File: config.mk
export PLATFORM = sky130hd
export DESIGN_NAME = calc_sched
export DESIGN_NICKNAME = d
export VERILOG_FILES = /design/src/rtl/calc_sched.sv
export SDC_FILE = /design/constraint.sdc
export NUM_CORES = 1
export LEC_CHECK = 0
export BUFFER_PORTS_ARGS = -buffer_cell sky130_fd_sc_hd__buf_4
export CAP_MARGIN = 20
export CORE_UTILIZATION = 35
export CTS_CLUSTER_DIAMETER = 40
export CTS_CLUSTER_SIZE = 12
export DETAILED_ROUTE_END_ITERATION = 10
export PLACE_DENSITY_LB_ADDON = 0.08
export SLEW_MARGIN = 5
export SYNTH_ARGS = -nofsm -noshare
export SYNTH_HDL_FRONTEND = slang
export SYNTH_SLANG_ARGS = --single-unit
File: constraint.sdc
create_clock -name clk -period 1.5 [get_ports clk]
set_input_delay 0.15 -clock clk [delete_from_list [all_inputs] [get_ports clk]]
set_output_delay 0.15 -clock clk [all_outputs]
set_load 0.005 [all_outputs]
File: src/rtl/calc_sched.sv
// calc_sched: round-robin scheduler between two requesters sharing a single
// serial arithmetic core.
//
// A granted job is fed to the core as up to three strobed words: operand A,
// the opcode, and operand B (binary opcodes only). Each word is separated by
// one idle cycle. The scheduler then captures the core's registered result
// and reports it with a one-cycle done pulse. Invalid opcodes are acknowledged
// together with err, and the core is never touched for them.
//
// Ports:
//   clk, rst           clock; synchronous active-high reset
//   req0/req1          requests, held high until the matching ack
//   a0/a1, b0/b1       8-bit operands (B ignored for unary opcodes)
//   op0/op1            3-bit opcodes
//   ack0/ack1          one-cycle pulse: request accepted, operands latched
//   err                one-cycle pulse with ack: opcode rejected
//   done, rid, res     result pulse, requester id, result (held until next done)
//   busy               high whenever the scheduler is not idle
//   c_rst              core reset (follows rst directly)
//   c_valid, c_data    registered core entry strobe and data
//   c_result           core registered result
module calc_sched #(
  parameter int FIRST_PRIO = 0
) (
  input  logic       clk,
  input  logic       rst,
  input  logic       req0,
  input  logic       req1,
  input  logic [7:0] a0,
  input  logic [7:0] a1,
  input  logic [2:0] op0,
  input  logic [2:0] op1,
  input  logic [7:0] b0,
  input  logic [7:0] b1,
  output logic       ack0,
  output logic       ack1,
  output logic       done,
  output logic       rid,
  output logic [7:0] res,
  output logic       err,
  output logic       busy,
  output logic       c_rst,
  output logic       c_valid,
  output logic [7:0] c_data,
  input  logic [7:0] c_result
);

  typedef enum logic [3:0] {
    IDLE,
    SEND_A,
    GAP_A,
    SEND_OP,
    GAP_OP,
    SEND_B,
    WAIT,
    DONE,
    REJECT
  } state_t;

  state_t     state;
  logic [7:0] job_a;
  logic [7:0] job_b;
  logic [2:0] job_op;
  logic       job_id;
  logic       last_id;

  logic       any_req;
  logic       win_id;
  logic [7:0] win_a;
  logic [7:0] win_b;
  logic [2:0] win_op;
  logic       win_op_ok;
  logic       job_unary;

  // The core shares our reset so both sides restart in step.
  assign c_rst = rst;
  assign busy  = (state != IDLE);

  // On a tie the requester that was not served last wins; a lone request
  // always wins regardless of the pointer.
  always_comb begin
    any_req = req0 | req1;
    if (req0 && req1) begin
      win_id = ~last_id;
    end else begin
      win_id = req1;
    end
  end

  assign win_a     = win_id ? a1 : a0;
  assign win_b     = win_id ? b1 : b0;
  assign win_op    = win_id ? op1 : op0;
  assign win_op_ok = (win_op[2:1] != 2'b11);
  assign job_unary = (job_op == 3'd3) || (job_op == 3'd4) || (job_op == 3'd5);

  // All outputs are registered. Each is assigned on the edge that enters the
  // state it belongs to, so the pulse lines up with that state's cycle.
  always_ff @(posedge clk) begin
    if (rst) begin
      state   <= IDLE;
      c_valid <= 1'b0;
      c_data  <= 8'd0;
      ack0    <= 1'b0;
      ack1    <= 1'b0;
      done    <= 1'b0;
      err     <= 1'b0;
      rid     <= 1'b0;
      res     <= 8'd0;
      job_a   <= 8'd0;
      job_b   <= 8'd0;
      job_op  <= 3'd0;
      job_id  <= 1'b0;
      last_id <= (FIRST_PRIO == 0);
    end else begin
      c_valid <= 1'b0;
      ack0    <= 1'b0;
      ack1    <= 1'b0;
      done    <= 1'b0;
      err     <= 1'b0;
      case (state)
        IDLE: begin
          if (any_req) begin
            job_a   <= win_a;
            job_b   <= win_b;
            job_op  <= win_op;
            job_id  <= win_id;
            // The pointer advances on rejected grants too.
            last_id <= win_id;
            ack0    <= ~win_id;
            ack1    <= win_id;
            if (win_op_ok) begin
              state   <= SEND_A;
              c_valid <= 1'b1;
              c_data  <= win_a;
            end else begin
              state <= REJECT;
              err   <= 1'b1;
            end
          end
        end
        SEND_A: begin
          state <= GAP_A;
        end
        GAP_A: begin
          state   <= SEND_OP;
          c_valid <= 1'b1;
          c_data  <= {5'b0, job_op};
        end
        SEND_OP: begin
          if (job_unary) begin
            state <= WAIT;
          end else begin
            state <= GAP_OP;
          end
        end
        GAP_OP: begin
          state   <= SEND_B;
          c_valid <= 1'b1;
          c_data  <= job_b;
        end
        SEND_B: begin
          state <= WAIT;
        end
        WAIT: begin
          // The core result is settled by the end of this cycle.
          res   <= c_result;
          rid   <= job_id;
          done  <= 1'b1;
          state <= DONE;
        end
        DONE: begin
          state <= IDLE;
        end
        REJECT: begin
          state <= IDLE;
        end
        default: begin
          state <= IDLE;
        end
      endcase
    end
  end

endmodule

=== After elaboration in Yosys (flattened, before gate mapping) ===
Index checks and enable logic that the tools add are counted.

* Bits in registers: 39
* Latch bits: 0
* Bits in writable memories: 0
* Bits in read-only memories: 0
* Bits of input ports: 50
* Output and inout port bits: 24
* Memories: 0

* Add/sub/neg operators: 0
* Multipliers: 0
* Div/mod/pow operators: 0
* Magnitude comparators: 0
* Equal/unequal tests: 12
* Shift-type cells: 0
* Mux-type cells: 16
* Bitwise gates (word level): 5
* Reductions and logical operators: 10

{| class="wikitable"
|+ Operators by type and width
! cell !! number
|-
| 8-bit 2-to-1 mux || 4
|-
| 4-bit case mux with 7 select lines || 1
|-
| 8-bit case mux with 3 select lines || 1
|-
| 4-bit by 3-bit equality test with 1-bit output (second input constant) || 3
|-
| 4-bit by 2-bit equality test with 1-bit output (second input constant) || 2
|-
| 4-bit 2-to-1 mux || 2
|-
| 3-bit equality test (second input constant) || 2
|-
| 2-bit != test (second input constant) || 3
|-
| 1-bit 2-to-1 mux || 5
|-
| 4-bit by 1-bit equality test with 1-bit output (second input constant) || 1
|-
| 4-bit zero test || 1
|-
| 1-bit NOT || 4
|-
| 4-bit nonzero test || 1
|-
| 3-bit by 2-bit equality test with 1-bit output (second input constant) || 1
|-
| 3-bit 2-to-1 mux || 1
|-
| 3-bit AND reduction || 1
|-
| 3-bit nonzero test || 1
|-
| 3-bit OR reduction || 1
|-
| 1-bit logical OR || 2
|-
| 2-bit 2-to-1 mux || 1
|-
| 1-bit case mux with 2 select lines || 1
|-
| 2-bit AND reduction || 1
|-
| 2-bit OR reduction || 1
|-
| 1-bit logical AND || 1
|-
| 1-bit OR || 1
|}

=== Depth between registers and ports, before layout ===
* Depth after elaboration: 7
* Gate-level depth with buffers: 7
* Gate-level depth less buffers: 5

=== Worst setup path before layout ===
Ideal clock, no wire load.

* Kind: register -> register
* Start: register last_id
* End: register c_data[1]
* Setup time: 146 ps
* Arrival: 1358 ps
* Data required time: 1354 ps
* Slack: -4 ps
* Cell stages (with the launch flop): 6
* Buffers on the path: 1
* Period minus slack after synthesis: 1504 ps
* Cell sequence: dfxtp_1 -> a21boi_2 -> mux2_2 -> buf_4 -> a211oi_1 -> a211oi_2

* Cells in the longest elaborated chain, start to end: 6
* Elaborated cells on any way between the ends: 10
* Classes of those cells: 2 x eq/ne; 6 x mux; 1 x bitwise; 1 x reduce/logical

{| class="wikitable"
|+ Ends and longest elaborated chain
! element !! line !! RTL
|-
| start: declaration || 65 || <nowiki>logic last_id;</nowiki>
|-
| start signal: assignment || 113 || <nowiki>last_id <= (FIRST_PRIO == 0);</nowiki>
|-
| start signal: assignment || 128 || <nowiki>last_id <= win_id;</nowiki>
|-
| 1-bit NOT * || 84 || <nowiki>win_id = ~last_id;</nowiki>
|-
| 1-bit 2-to-1 mux * || 83 || <nowiki>if (req0 && req1) begin</nowiki>
|-
| 3-bit 2-to-1 mux or 8-bit 2-to-1 mux (tied branches) || 92, 90 ||
|-
| 2-bit != test or 8-bit 2-to-1 mux (tied branches) || 93, 131 ||
|-
| 2-bit != test (no source line) or 8-bit 2-to-1 mux (tied branches) || n/a ||
|-
| 3-bit AND reduction (no source line) or 8-bit case mux with 3 select lines (tied branches) || n/a ||
|-
| end signal: assignment || 134 || <nowiki>c_data <= win_a;</nowiki>
|-
| end signal: assignment || 147 || <nowiki>c_data <= {5'b0, job_op};</nowiki>
|-
| end signal: assignment || 159 || <nowiki>c_data <= job_b;</nowiki>
|-
| end: declaration || 44 || <nowiki>output logic [7:0] c_data,</nowiki>
|}

Mark *: on every way between the ends. The rest lies on a longest branch, timed or not. The select of a mux whose other input is x is not followed.
A chain may end at the register's enable or synchronous reset.

=== Worst setup path in the final report ===
* Start: register last_id
* End: register c_data[3]

Same word-level chain as after synthesis.

==> results.json <==
{
  "cts-buffers-inserted": 5,
  "core.rowCount": 26,
  "synth-seq-cells": 39,
  "vias": 1759,
  "worstSetupStartpointType": "flop",
  "r2r-start": "last_id$_SDFFE_PP1N_",
  "clk_pin_slew_ps": 80,
  "drive_above_1_share_pct": 56.0,
  "synthesis.area_um2": 1920,
  "hold_path.startpoint": "c_result[7]",
  "ir_drop_mv": 0.618,
  "antenna_found_initial": 0,
  "drc_errors": 0,
  "yosys.area.top_type": "dfxtp_1",
  "powerDensity_nw_per_um2": 1100,
  "wl_per_cell_um": 13.4,
  "mostFrequentLayoutCells": "buf_4, dfxtp_1, a211oi_2",
  "crit_required_ps": 1670,
  "final-max-slew-violation-count": 0,
  "die_x_um": 76.1,
  "synthesis.nets": 241,
  "gp_congestion": 0.724,
  "finalHoldViolCount": 0,
  "final_nets": 342,
  "antennaDiodeCount": 0,
  "crit_type": "reg2reg",
  "start_util_pct": 36.9,
  "stdcell_area_um2": 2920,
  "mostFrequentLayoutCell": "buf_4",
  "fmax_mhz": 670,
  "postSynthAreaPerCell_um2": 10.1,
  "drt-initial-drc-count": 64,
  "netlist.area_leader.share_pct": 40.6,
  "grt_pass1_wl_um": 7820,
  "rr_worst_depth": 5,
  "period_needed_ps": 1490,
  "reg2reg_to": "c_data[3]$_SDFFE_PP0P_",
  "clockBufferDepth": 2,
  "grt.total_usage_pct": 17.2,
  "grt_max_degree": 41,
  "grt-ovfl-total": 0,
  "io_pins": 74,
  "cp-end-kind": "flop",
  "ant_nets": 0,
  "totalWireLength_um": 4850,
  "core_area_um2": 5200,
  "worst-path-max-fanout": 6,
  "rsz0062_at_grt": "yes",
  "tritoncts": "done",
  "ys_warn_count": 0,
  "worst_slew_pin_slew_ps": 525,
  "viasPerCell": 4.85,
  "clock_latency_ps": 290,
  "critical_path_arrival_ps": 1660,
  "synth_cell_type_count": 35,
  "relSlewSlack_pct": 65.0,
  "dpl-instance-area_um2": 2690,
  "areaGrowthSynthToFinish_pct": 51.9,
  "synth_area_leaders": "dfxtp_1, a211oi_2, mux2i_1",
  "syn_inst": 191,
  "drt_pass1_iterations": 4,
  "root_buffer": "clkbuf_8",
  "cap_violations": 0,
  "hold_class": "in2reg",
  "dieArea_um2": 5800,
  "grt_pass1_vias": 1599,
  "dp_hpwl_um": 3490,
  "setup_violations": 0,
  "whs_endpoint": "res[7]$_SDFFE_PP0P_",
  "portBuffers": 73,
  "die_y_um": 76.1,
  "finalPower_w": 0.00320,
  "finalCritPeriodShare_pct": 99.5,
  "ff2ff_setup_slack_ps": 8,
  "status": "finished clean",
  "holdPathStages": 3,
  "clock_sinks": 39,
  "cts_max_level": 2,
  "p_leak_nw": 1.23,
  "clock_skew_ps": 7.57,
  "ys_seq_area_share_pct": 40.6
}
-- worst max-delay path by stage --
stage	to	start	slack, ps	cells after the start
final	c_data[3]$_SDFFE_PP0P_	last_id$_SDFFE_PP1N_	8	5
after detailed placement	c_data[5]$_SDFFE_PP0P_	last_id$_SDFFE_PP1N_	-60	5
after floorplan	c_data[1]$_SDFFE_PP0P_	last_id$_SDFFE_PP1N_	-4	5
after global placement	c_data[7]$_SDFFE_PP0P_	state[1]$_SDFFE_PP0P_	7	6
after global routing	c_data[5]$_SDFFE_PP0P_	state[3]$_SDFFE_PP0P_	-50	6
after CTS	c_data[2]$_SDFFE_PP0P_	state[1]$_SDFFE_PP0P_	3	6
-- final cells by class --
class,count,area [um^2]
fill,498,2280
multi-input combinational,134,1080
timing repair buffer,110,875
sequential,39,790
tap,70,87.6
clock buffer,6,72.6
clock inverter,2,12.5
inverter,2,7.51
-- power by group --
| group | switching [W] | leakage, nW | internal (W) |
|---|---|---|---|
| clock network | 0.000365 | 0.0412 | 0.000325 |
| logic | 0.000533 | 0.868 | 0.000685 |
| registers | 0.000116 | 0.322 | 0.00118 |
| total | 0.00101 | 1.23 | 0.00219 |
-- through the flow --
stage | setup WS (ps) | std cells | util (%) | TNS [ps] | hold slack [ps]
after floorplan | -4.06 | 191 | - | -25.5 | 286
after global placement | 7.49 | 349 | 51.7 | 0 | 403
after detailed placement | -58.5 | 349 | 51.7 | -154 | 410
after CTS | 2.69 | 359 | 53.8 | 0 | 93.1
after global routing | -53.3 | 363 | 56.1 | -414 | 87.2
final | 7.57 | 363 | 56.1 | 0 | 99.8
-- repair_timing --
action	CTS	global route
setup buffers	2	3
hold buffers	0	0
pin swaps	0	6
endpoints found under the setup margin	7	23
gates resized for setup	3	21
gates cloned	0	1
-- cells by family after synthesis --
logic type                count (synthesis)  synth area share (%)
muxes                                    21                  11.3
AOI/OAI and AO/OA                        55                  25.2
xor gates and xnor gates                  2                 0.911
and+or+nand+nor                          56                  15.5
buffers and inverters                    18                  6.38
DFF                                      39                  40.6
-- cells in the mapped netlist (all sizes together) --
cell / count
clkbuf: 4
nor4: 3
o21ai: 1
or4b: 1
and2b: 1
a211oi: 27
a2111oi: 1
a31oi: 1
mux2i: 15
nor2b: 2
a21oi: 11
dfxtp: 39
buf: 12
mux2: 6
a21boi: 1
nand2: 22
a22oi: 9
xnor2: 2
nor2: 17
a21o: 1
inv: 2
or2: 3
nor3: 5
o22a: 3
nor4b: 1
nor3b: 1
-- routing by layer --
metal	GRT usage, %	wire [um]
met1	23.4	2370
met2	26.3	2130
met3	4.31	280
met4	6.35	68
met5	0	0
-- sequential cells by signal, indices dropped and copies added, names as in the netlist, 3 cells and up --
signal  flops
c_data      8
job_b       8
job_op      3
res         8
state       4
-- worst max-delay path, stage by stage (launching register included) --
cell and delay [ps]:
dfxtp_1 320, a21boi_2 210, mux2_4 330, buf_4 160, a211oi_1 270, a211oi_2 70
No activity file was read; power rests on OpenSTA's default activity.
